--- src/rtl/mmss_counter.sv ---
// mmss_counter: minutes:seconds BCD time-keeping core with run/pause, clear and field adjust
module mmss_counter #(
  parameter int CLK_HZ  = 100_000_000,
  parameter int TICK_HZ = 1,
  parameter int ADJ_HZ  = 2
) (
  input  logic       clk,
  input  logic       rst_n,
  input  logic       pause_btn,
  input  logic       clr,
  input  logic       adj,
  input  logic       sel,
  output logic [3:0] digit1,
  output logic [3:0] digit2,
  output logic [3:0] digit3,
  output logic [3:0] digit4,
  output logic       running,
  output logic       wrap
);
  localparam int RUN_N = CLK_HZ / TICK_HZ;
  localparam int ADJ_N = CLK_HZ / ADJ_HZ;
  localparam int RW = $clog2(RUN_N + 1);
  localparam int AW = $clog2(ADJ_N + 1);
  typedef enum logic [1:0] {PAUSED, RUN, ADJUST} state_t;
  state_t state, state_nx;
  logic [RW-1:0] run_div;
  logic [AW-1:0] adj_div;
  logic run_tick, adj_tick, inc_sec, inc_min, s1_max, s10_max, m1_max, m10_max;
  logic [3:0] d1_nx, d2_nx, d3_nx, d4_nx;
  // adjust mode dominates; leaving adjust always lands in PAUSED
  always_comb begin
    state_nx = state;
    if (adj) state_nx = ADJUST;
    else if (state == ADJUST) state_nx = PAUSED;
    else if (pause_btn) state_nx = (state == RUN) ? PAUSED : RUN;
  end
  // tick decode and BCD increment; a seconds rollover feeds minutes only while running
  always_comb begin
    run_tick = (state == RUN) && (run_div == RW'(RUN_N - 1));
    adj_tick = (state == ADJUST) && (adj_div == AW'(ADJ_N - 1));
    s1_max   = digit4 == 4'd9;
    s10_max  = digit3 == 4'd5;
    m1_max   = digit2 == 4'd9;
    m10_max  = digit1 == 4'd5;
    inc_sec  = run_tick || (adj_tick && sel);
    inc_min  = (run_tick && s1_max && s10_max) || (adj_tick && !sel);
    d4_nx    = inc_sec ? (s1_max ? 4'd0 : digit4 + 4'd1) : digit4;
    d3_nx    = (inc_sec && s1_max) ? (s10_max ? 4'd0 : digit3 + 4'd1) : digit3;
    d2_nx    = inc_min ? (m1_max ? 4'd0 : digit2 + 4'd1) : digit2;
    d1_nx    = (inc_min && m1_max) ? (m10_max ? 4'd0 : digit1 + 4'd1) : digit1;
  end
  // state, dividers (held at zero outside their mode so the first tick is a full period away) and outputs
  always_ff @(posedge clk or negedge rst_n) begin
    if (!rst_n) begin
      state   <= PAUSED;
      run_div <= '0;
      adj_div <= '0;
      digit1  <= '0;
      digit2  <= '0;
      digit3  <= '0;
      digit4  <= '0;
      running <= 1'b0;
      wrap    <= 1'b0;
    end else begin
      state   <= state_nx;
      running <= state_nx == RUN;
      run_div <= (clr || state != RUN || run_tick) ? '0 : run_div + RW'(1);
      adj_div <= (clr || state != ADJUST || adj_tick) ? '0 : adj_div + AW'(1);
      digit1  <= clr ? 4'd0 : d1_nx;
      digit2  <= clr ? 4'd0 : d2_nx;
      digit3  <= clr ? 4'd0 : d3_nx;
      digit4  <= clr ? 4'd0 : d4_nx;
      wrap    <= !clr && run_tick && s1_max && s10_max && m1_max && m10_max;
    end
  end
endmodule

--- config.mk ---
export PLATFORM = sky130hd
export DESIGN_NAME = mmss_counter
export DESIGN_NICKNAME = d
export VERILOG_FILES = /design/src/rtl/mmss_counter.sv
export SDC_FILE = /design/constraint.sdc
export NUM_CORES = 1
export LEC_CHECK = 0
export CAP_MARGIN = 20
export CORE_MARGIN = 5
export CORE_UTILIZATION = 54
export DETAILED_ROUTE_END_ITERATION = 10
export PLACE_DENSITY = 0.82
export SETUP_SLACK_MARGIN = 0.1
export SKIP_CTS_REPAIR_TIMING = 1
export SYNTH_ARGS = -nofsm -noshare
export SYNTH_HDL_FRONTEND = slang
export SYNTH_SLANG_ARGS = --single-unit
--- constraint.sdc ---
create_clock -name clk -period 2.45 [get_ports clk]
set_input_delay 0.49 -clock clk [delete_from_list [all_inputs] [get_ports clk]]
set_output_delay 0.49 -clock clk [all_outputs]
set_load 0.02 [all_outputs]
==> flow_summary.json, run 1 <==
{
  "status": "complete, but fails checks",
  "violations": "negative setup slack",
  "ctsRootBufferMaster": "clkbuf_8",
  "finalHoldViolCount": 0,
  "ys.flop_type": "dfrtp_1",
  "routed_wirelength_mm": 8.58,
  "critical_path_arrival_ps": 2770,
  "post_synth_inst_count": 420,
  "yosysSeqAreaShare": 0.466,
  "core_ar_um2": 7180,
  "finalPower_w": 0.00248,
  "n_fill_cell": 539,
  "fp.dieArea_um2": 9060,
  "gr-usage-all-layers": 0.200,
  "syn_warnings": 0,
  "antenna_found_initial": 0,
  "crit_path_start_kind": "flop",
  "path_common_cell": "or4_4",
  "clkSlewWorstSetupHoldPaths_ps": 90,
  "fin_skew_ps": 12.6,
  "tritoncts": "yes",
  "cts-buffers-inserted": 9,
  "avgSynthCellArea_um2": 9.33,
  "area.growth.synth_to_final_pct": 18.5,
  "clock_sink_count": 73,
  "insertion_delay_ps": 350,
  "post_dp_cell_area_um2": 4360,
  "detail_route.iter0.violations": 179,
  "synth.cell_area_um2": 3920,
  "synth-edff-count": 0,
  "post-place-ws_ps": -108,
  "slew-limit-headroom": 0.622,
  "cp_max_fo": 3,
  "commonest_cells_after_routing_fill_and_taps_aside": "dfrtp_1, nor2_1, xnor2_1",
  "nNetsFinal": 470,
  "detailed_place_hpwl_mm": 5.69,
  "critical-path-max-stage-delay_ps": 540,
  "use_met3": 0.0355,
  "worst_hold_path_type": "in -> async",
  "global_route_wire_length_before_repair_mm": 14.3,
  "gp_routability_congestion": 0.843,
  "reg2reg_to": "digit1[2]",
  "timing.setup.critical_path_class": "reg -> reg",
  "antenna_cells": 0,
  "cts_buffer_depth": 2,
  "grt_remaining_overflow": 0,
  "grtUsageMet2": 0.322,
  "drive_gt1_frac": 0.120,
  "postLayoutCellArea_um2": 4650,
  "drtPass1Iterations": 5,
  "asyncSetResetFlopFracSynth": 1.00,
  "final.period_utilization": 1.02,
  "chipWidth_um": 95.2,
  "setup_slack_ps": -51.5,
  "maxCapViolations": 0,
  "post-route-min-period_ps": 2500,
  "type_of_destination_of_the_critical_path": "flop",
  "crit_chain": "or4_4 > or4_4 > buf_6 > or4_4 > a211o_1 > a22oi_2",
  "vias_per_cell": 5.80,
  "slew_violations": 0,
  "yosys_register_bits": 73,
  "regToRegSetupSlack_ps": -50,
  "use_met1": 0.260,
  "mappedNetlistNets": 436,
  "num_rows": 31,
  "dieHeight_um": 95.2,
  "drt-wirelength-per-cell_um": 15.4,
  "worstRegToRegCells": 6,
  "ys_types": 44,
  "finalSetupViolCount": 3,
  "ant_nets": 0,
  "critical_path_required_ps": 2720,
  "grt_busiest_layer": "met2",
  "number_of_global_route_vias_before_repair": 3037,
  "route.vias.total": 3236,
  "drt_drc_violations_left": 0,
  "timing_worst_slew_pin_value_ps": 566,
  "max_freq_ghz": 0.400,
  "io_pins": 24,
  "power_leakage_nw": 1.79,
  "ir_drop_v": 0.000309,
  "htreeDepth": 3,
  "powerDensity_nw_per_um2": 535,
  "layout_commonest_cell": "dfrtp_1",
  "grt_start_max_net_pins": 74,
  "timing.critical_path.slowest_stage_cell": "or4_4",
  "initial_core_util": 0.546,
  "unrepaired_setup_endpoints_after_global_routing": "true",
  "io_buffers": 23,
  "critical_path.reg2reg.startpoint": "adj_div[10]"
}
per-layer routing:
metal,share of wire,routed length [µm],vias to the layer above
li1,-,-,1530
met1,0.44,3780,1599
met4,0.022,189,0
met5,0,0,-
met2,0.49,4200,89
met3,0.048,414,18
sequential cells by signal, summed over array words and instances, names as in the netlist:
| register | flops |
|---|---|
| adj_div | 26 |
| digit1 | 4 |
| digit2 | 4 |
| digit3 | 4 |
| digit4 | 4 |
| run_div | 27 |
| running | 1 |
| state | 2 |
| wrap | 1 |
worst max-delay path: cells and delay by family, from the launching register on:
kind | cells | cell delay [ps]
buffers and inverters | 1 | 130
AO/OA/AOI/OAI | 2 | 480
flip-flops | 1 | 400
AND/OR/NAND/NOR | 3 | 1410
through the flow:
stage | hold slack, ps | util | TNS (ps) | std cells
CTS | 167 | 0.643 | -569 | 558
floorplan | 194 | - | 0 | 420
detailed placement | 474 | 0.607 | -453 | 542
global placement | 460 | 0.607 | -97.5 | 542
finish | 122 | 0.647 | -55.9 | 558
global route | 170 | 0.647 | -429 | 558
power by group:
group	switching [W]	leakage (nW)	internal, W
Sequential	0.00000372	1.02	0.00121
Combinational	0.0000612	0.648	0.0000293
Clock	0.000473	0.123	0.000708
Total	0.000538	1.79	0.00195
kinds of logic (layout without fill, tap and decap cells):
logic type | Yosys count | after routing | synth area share
adder cells (fa/ha/maj) | 10 | 10 | 0.0319
flip-flops | 73 | 73 | 0.466
AND/OR/NAND/NOR | 209 | 209 | 0.279
multiplexers | 5 | 5 | 0.0140
buffers and inverters | 39 | 78 | 0.0393
AO/OA/AOI/OAI | 35 | 35 | 0.0603
XOR/XNOR | 49 | 49 | 0.109
worst max path at each step:
stage	startpoint	endpoint	slack, ps
after floorplan	adj_div[10]	digit3[0]	4
after global placement	adj_div[10]	digit3[1]	-50
after detailed placement	adj_div[10]	digit3[1]	-110
after CTS	adj_div[10]	digit3[1]	-110
after global routing	adj_div[10]	digit1[2]	-110
final	adj_div[10]	digit1[2]	-50
synthesized netlist by cell type, types with 2 or more instances:
master,instances,area (µm²)
dfrtp_1,73,1830
nor2_1,68,255
xnor2_1,40,350
nand3_1,28,140
nand2_1,24,90.1
inv_1,22,82.6
nor3_1,17,85.1
clkbuf_1,16,60.1
nor4_1,15,93.8
nand4_1,12,75.1
ha_1,10,125
a21oi_1,9,45.0
and4_1,9,78.8
xor2_1,9,78.8
and3_1,7,43.8
o21ai_0,6,30.0
a211o_1,5,43.8
mux2_2,4,45.0
nor4b_1,4,35.0
o32ai_1,4,35.0
a31oi_1,3,18.8
and2_1,3,18.8
nor2b_1,3,18.8
or3_1,3,18.8
or4_4,3,33.8
a211oi_1,2,15.0
and3b_1,2,17.5
nor3b_1,2,15.0
or4_1,2,15.0
layout make-up:
type | count | area [µm²] | share of cell area
flip-flops and latches | 73 | 1830 | 0.393
well taps | 99 | 124 | 0.0267
multi-input cells | 308 | 1990 | 0.428
repair buffers | 40 | 369 | 0.0795
clock inverters | 6 | 115 | 0.0248
inverters | 22 | 82.6 | 0.0178
clock buffers | 10 | 138 | 0.0296
(Power assumes the default switching activity.)
==> inputs of run 2 (changes only) <==
Settings changed: RECOVER_POWER set to 100.
==> flow_summary.json, run 2 (synthesized netlist as in run 1, its figures left out) <==
{
  "clkSlewWorstSetupHoldPaths_ps": 70,
  "cts_buffer_depth": 2,
  "max_freq_ghz": 0.400,
  "tritoncts": "yes",
  "cts-buffers-inserted": 9,
  "ctsRootBufferMaster": "clkbuf_8",
  "detail_route.iter0.violations": 133,
  "cp_max_fo": 3,
  "maxCapViolations": 1,
  "largest_register_ffs": 27,
  "finalHoldViolCount": 0,
  "regToRegSetupSlack_ps": -50,
  "area.growth.synth_to_final_pct": 17.9,
  "status": "complete, but fails checks",
  "gp_routability_congestion": 0.843,
  "swShare": 0.216,
  "antenna_found_initial": 0,
  "global_route_wire_length_before_repair_mm": 14.3,
  "setup_slack_ps": -51.0,
  "critical_path.n_buffers_inverters": 1,
  "initial_core_util": 0.546,
  "layout_commonest_cell": "dfrtp_1",
  "timing_worst_slew_pin_value_ps": 1770,
  "grt_start_max_net_pins": 74,
  "slew-limit-headroom": -0.179,
  "drive_gt1_frac": 0.115,
  "fin_skew_ps": 12.1,
  "timing.critical_path.slowest_stage_cell": "or4_4",
  "comb_power_share": 0.034,
  "core_ar_um2": 7180,
  "crit_path_start_kind": "flop",
  "postLayoutCellArea_um2": 4620,
  "io_pins": 24,
  "ir_drop_v": 0.000309,
  "chipWidth_um": 95.2,
  "antenna_cells": 0,
  "critical_path.top_delay_family": "simple AND/OR/NAND/NOR gates",
  "post_dp_cell_area_um2": 4360,
  "vias_per_cell": 5.77,
  "critical_path_required_ps": 2720,
  "insertion_delay_ps": 350,
  "finalPower_w": 0.00248,
  "fp.dieArea_um2": 9060,
  "path_common_cell": "or4_4",
  "commonest_cells_after_routing_fill_and_taps_aside": "dfrtp_1, nor2_1, xnor2_1",
  "switching_power_w": 0.000534,
  "slew_violations": 74,
  "power.share.clock": 0.476,
  "post-route-min-period_ps": 2500,
  "ant_nets": 0,
  "dieHeight_um": 95.2,
  "worst_hold_path_type": "reg -> reg",
  "clock_sink_count": 73,
  "gr-usage-all-layers": 0.200,
  "final.period_utilization": 1.02,
  "drt_drc_violations_left": 0,
  "p_int_w": 0.00194,
  "drt-wirelength-per-cell_um": 15.2,
  "post-place-ws_ps": -108,
  "htreeDepth": 3,
  "power_leakage_nw": 1.84,
  "nNetsFinal": 470,
  "num_rows": 31,
  "timing.setup.critical_path_class": "reg -> reg",
  "critical_path_arrival_ps": 2770,
  "drtPass1Iterations": 5,
  "p_seq_frac": 0.490,
  "grt_remaining_overflow": 0,
  "type_of_destination_of_the_critical_path": "flop",
  "detailed_place_hpwl_mm": 5.69,
  "critical-path-max-stage-delay_ps": 540,
  "number_of_global_route_vias_before_repair": 3037,
  "holdWs_ps": 502,
  "route.vias.total": 3220,
  "finalSetupViolCount": 2,
  "crit_chain": "or4_4 > or4_4 > buf_6 > or4_4 > a211o_1 > a22oi_2",
  "routed_wirelength_mm": 8.51,
  "powerDensity_nw_per_um2": 535,
  "unrepaired_setup_endpoints_after_global_routing": "true",
  "largest-register": "run_div",
  "top_regs": "run_div x27, adj_div x26",
  "violations": "max-capacitance violations, max-slew violations, negative setup slack",
  "io_buffers": 23
}
==> run 2: stage by stage <==
step	util	cells	setup TNS [ps]
2_1_floorplan	-	420	0
3_3_place_gp	0.607	542	-97.5
3_5_place_dp	0.607	542	-453
4_1_cts	0.643	558	-569
5_1_grt	0.644	558	-475
6_report	0.644	558	-56.4
==> run 2: worst register-to-register path, delay by kind of cell, from the launching register on <==
| kind | cells | cell delay, ps |
|---|---|---|
| DFF | 1 | 400 |
| AOI/OAI and AO/OA | 2 | 480 |
| buffers and inverters | 1 | 130 |
| and+or+nand+nor | 3 | 1410 |
==> run 2: power by group through the flow <==
stage / clock network [W] / registers (W) / logic (W)
3_3_place_gp: 0 / 0.00124 / 0.0000890
6_report: 0.00118 / 0.00121 / 0.0000843
3_5_place_dp: 0 / 0.00124 / 0.0000909
5_1_grt: 0.00124 / 0.00121 / 0.0000958
2_1_floorplan: 0 / 0.00124 / 0.0000353
4_1_cts: 0.00119 / 0.00121 / 0.0000917
==> run 2: final cells by class <==
cell class	instances	area (µm²)
Fill cell	542	2550
Multi-Input combinational cell	308	1990
Sequential cell	73	1830
Timing Repair Buffer	40	347
Clock buffer	10	138
Tap cell	99	124
Clock inverter	6	115
Inverter	22	82.6
==> run 2: layer usage <==
metal,up-vias,track usage,share of wire
met5,-,0,0
met4,0,0.0974,0.022
met3,17,0.0355,0.047
met2,94,0.322,0.49
met1,1574,0.260,0.44
li1,1535,-,-
==> run 2: path summary, 6_finish.rpt <==
path                                   from  depth (start not counted)           to
worst min-delay path             adj_div[0]                          1   adj_div[0]
max in group asynchronous             rst_n                          2  adj_div[19]
worst max-delay path            adj_div[10]                          6    digit1[2]
worst max register to register  adj_div[10]                          6    digit1[2]
min in group asynchronous             rst_n                          2  run_div[22]
worst min register to register   adj_div[0]                          1   adj_div[0]
==> inputs of run 3 (changes only) <==
Settings changed: CAP_MARGIN 20 to 10, CORE_UTILIZATION 54 to 59, PLACE_DENSITY 0.82 to 0.85, SKIP_CTS_REPAIR_TIMING 1 to unset.
Clock period 2.45 ns to 2.55 ns, I/O delays scaled along.
==> flow_summary.json, run 3 (synthesized netlist as in run 1, its figures left out) <==
{
  "powerDensity_nw_per_um2": 475,
  "dieHeight_um": 91.5,
  "nNetsFinal": 469,
  "ant_nets": 0,
  "post_dp_cell_area_um2": 4310,
  "critical_path.top_delay_family": "simple AND/OR/NAND/NOR gates",
  "fp.dieArea_um2": 8370,
  "clock_sink_count": 73,
  "setup_tns_ps": 0,
  "num_rows": 29,
  "postLayoutCellArea_um2": 4490,
  "ir_drop_v": 0.000359,
  "timing.critical_path.slowest_stage_cell": "or4_1",
  "post-route-min-period_ps": 2480,
  "crit_chain": "or4_1 > or4_4 > or3_4 > a21oi_2 > mux2_2",
  "critical_path_arrival_ps": 2710,
  "status": "complete, but fails checks",
  "unrepaired_setup_endpoints_after_global_routing": "true",
  "cp_max_fo": 10,
  "layout_commonest_cell": "dfrtp_1",
  "max_freq_ghz": 0.403,
  "violations": "max-capacitance violations, max-slew violations",
  "gr-usage-all-layers": 0.217,
  "timing_worst_slew_pin_value_ps": 1760,
  "io_pins": 24,
  "critical_path_required_ps": 2780,
  "type_of_destination_of_the_critical_path": "flop",
  "cts-buffers-inserted": 9,
  "antenna_cells": 0,
  "initial_core_util": 0.610,
  "antenna_found_initial": 0,
  "grt_start_max_net_pins": 32,
  "maxCapViolations": 1,
  "drt_drc_violations_left": 0,
  "slew-limit-headroom": -0.173,
  "routed_wirelength_mm": 8.30,
  "critical_path.n_buffers_inverters": 0,
  "area.growth.synth_to_final_pct": 14.6,
  "setup_slack_ps": 67.3,
  "power_leakage_nw": 1.80,
  "fin_skew_ps": 10.2,
  "htreeDepth": 3,
  "multi_input_comb_area_um2": 1950,
  "detail_route.iter0.violations": 209,
  "global_route_wire_length_before_repair_mm": 14.7,
  "clkSlewWorstSetupHoldPaths_ps": 70,
  "post_cts_buffers": 0,
  "grt_remaining_overflow": 0,
  "finalPower_w": 0.00213,
  "insertion_delay_ps": 350,
  "timing.setup.critical_path_class": "reg -> reg",
  "cts_buffer_depth": 2,
  "critical-path-max-stage-delay_ps": 540,
  "final.period_utilization": 0.974,
  "vias_per_cell": 5.94,
  "drtPass1Iterations": 4,
  "route.vias.total": 3177,
  "io_buffers": 23,
  "ctsRootBufferMaster": "clkbuf_8",
  "slew_violations": 31,
  "drive_gt1_frac": 0.0939,
  "crit_path_start_kind": "flop",
  "worst_hold_path_type": "reg -> reg",
  "finalHoldViolCount": 0,
  "chipWidth_um": 91.5,
  "drt-wirelength-per-cell_um": 15.5,
  "core_ar_um2": 6420,
  "post-place-ws_ps": 1.89,
  "finalSetupViolCount": 0,
  "commonest_cells_after_routing_fill_and_taps_aside": "dfrtp_1, nor2_1, xnor2_1",
  "detailed_place_hpwl_mm": 5.69,
  "n_fill_cell": 465,
  "top_regs": "run_div x27, adj_div x26",
  "tritoncts": "yes",
  "largest_register_ffs": 27,
  "register_area_um2": 1830,
  "gp_routability_congestion": 0.861,
  "number_of_global_route_vias_before_repair": 3093,
  "largest-register": "run_div"
}
-- run 3: changes by cell type in the layout (fill, tap and decap cells not counted), sizes merged --
cell,change
clkinvlp,-1
bufinv,-2
clkbuf,+2
-- run 3: worst paths after layout --
path / depth (start not counted) / slack, ps / to / startpoint
min reg2reg: 1 / 500 / run_div[0] / run_div[0]
min in group asynchronous: 1 / 620 / run_div[6] / rst_n
min: 1 / 500 / run_div[0] / run_div[0]
max reg2reg: 5 / 70 / digit3[1] / adj_div[16]
max in group asynchronous: 2 / 760 / adj_div[1] / rst_n
max: 5 / 70 / digit3[1] / adj_div[16]
-- run 3: repair_timing --
item	in CTS	in global routing
hold buffers	0	0
endpoints found under the setup margin	8	7
pin swaps	0	0
endpoints found under the hold margin	0	0
resized for setup	2	3
-- run 3: worst register-to-register path: stages (launching register included) --
cell     delay, ps
dfrtp_1        370
or4_1          540
or4_4          440
or3_4          470
a21oi_2        190
mux2_2         360
-- run 3: where the power goes --
part / switching [W] / internal [W] / leakage (nW)
Sequential: 0.00000391 / 0.00116 / 1.02
Clock: 0.000405 / 0.000477 / 0.0974
Combinational: 0.0000585 / 0.0000256 / 0.686
Total: 0.000467 / 0.00166 / 1.80
-- run 3: layout make-up --
class	count	area share
Clock buffer	13	0.0332
Multi-Input combinational cell	308	0.434
Timing Repair Buffer	39	0.0775
Clock inverter	3	0.00892
Tap cell	77	0.0215
Inverter	22	0.0184
Sequential cell	73	0.407
-- run 3: metrics by stage --
step	util	hold slack (ps)	cells
after floorplan	-	214	420
after global placement	0.671	461	519
after detailed placement	0.671	479	519
after CTS	0.702	228	535
after global routing	0.699	527	535
final	0.699	500	535
-- run 3: metal layers --
layer	GRT usage	up-vias	routed length, µm	part of all wire
li1	-	1536	-	-
met4	0.0817	0	169	0.020
met2	0.349	96	4020	0.48
met3	0.0587	15	385	0.046
met1	0.280	1530	3730	0.45
met5	0	-	0	0
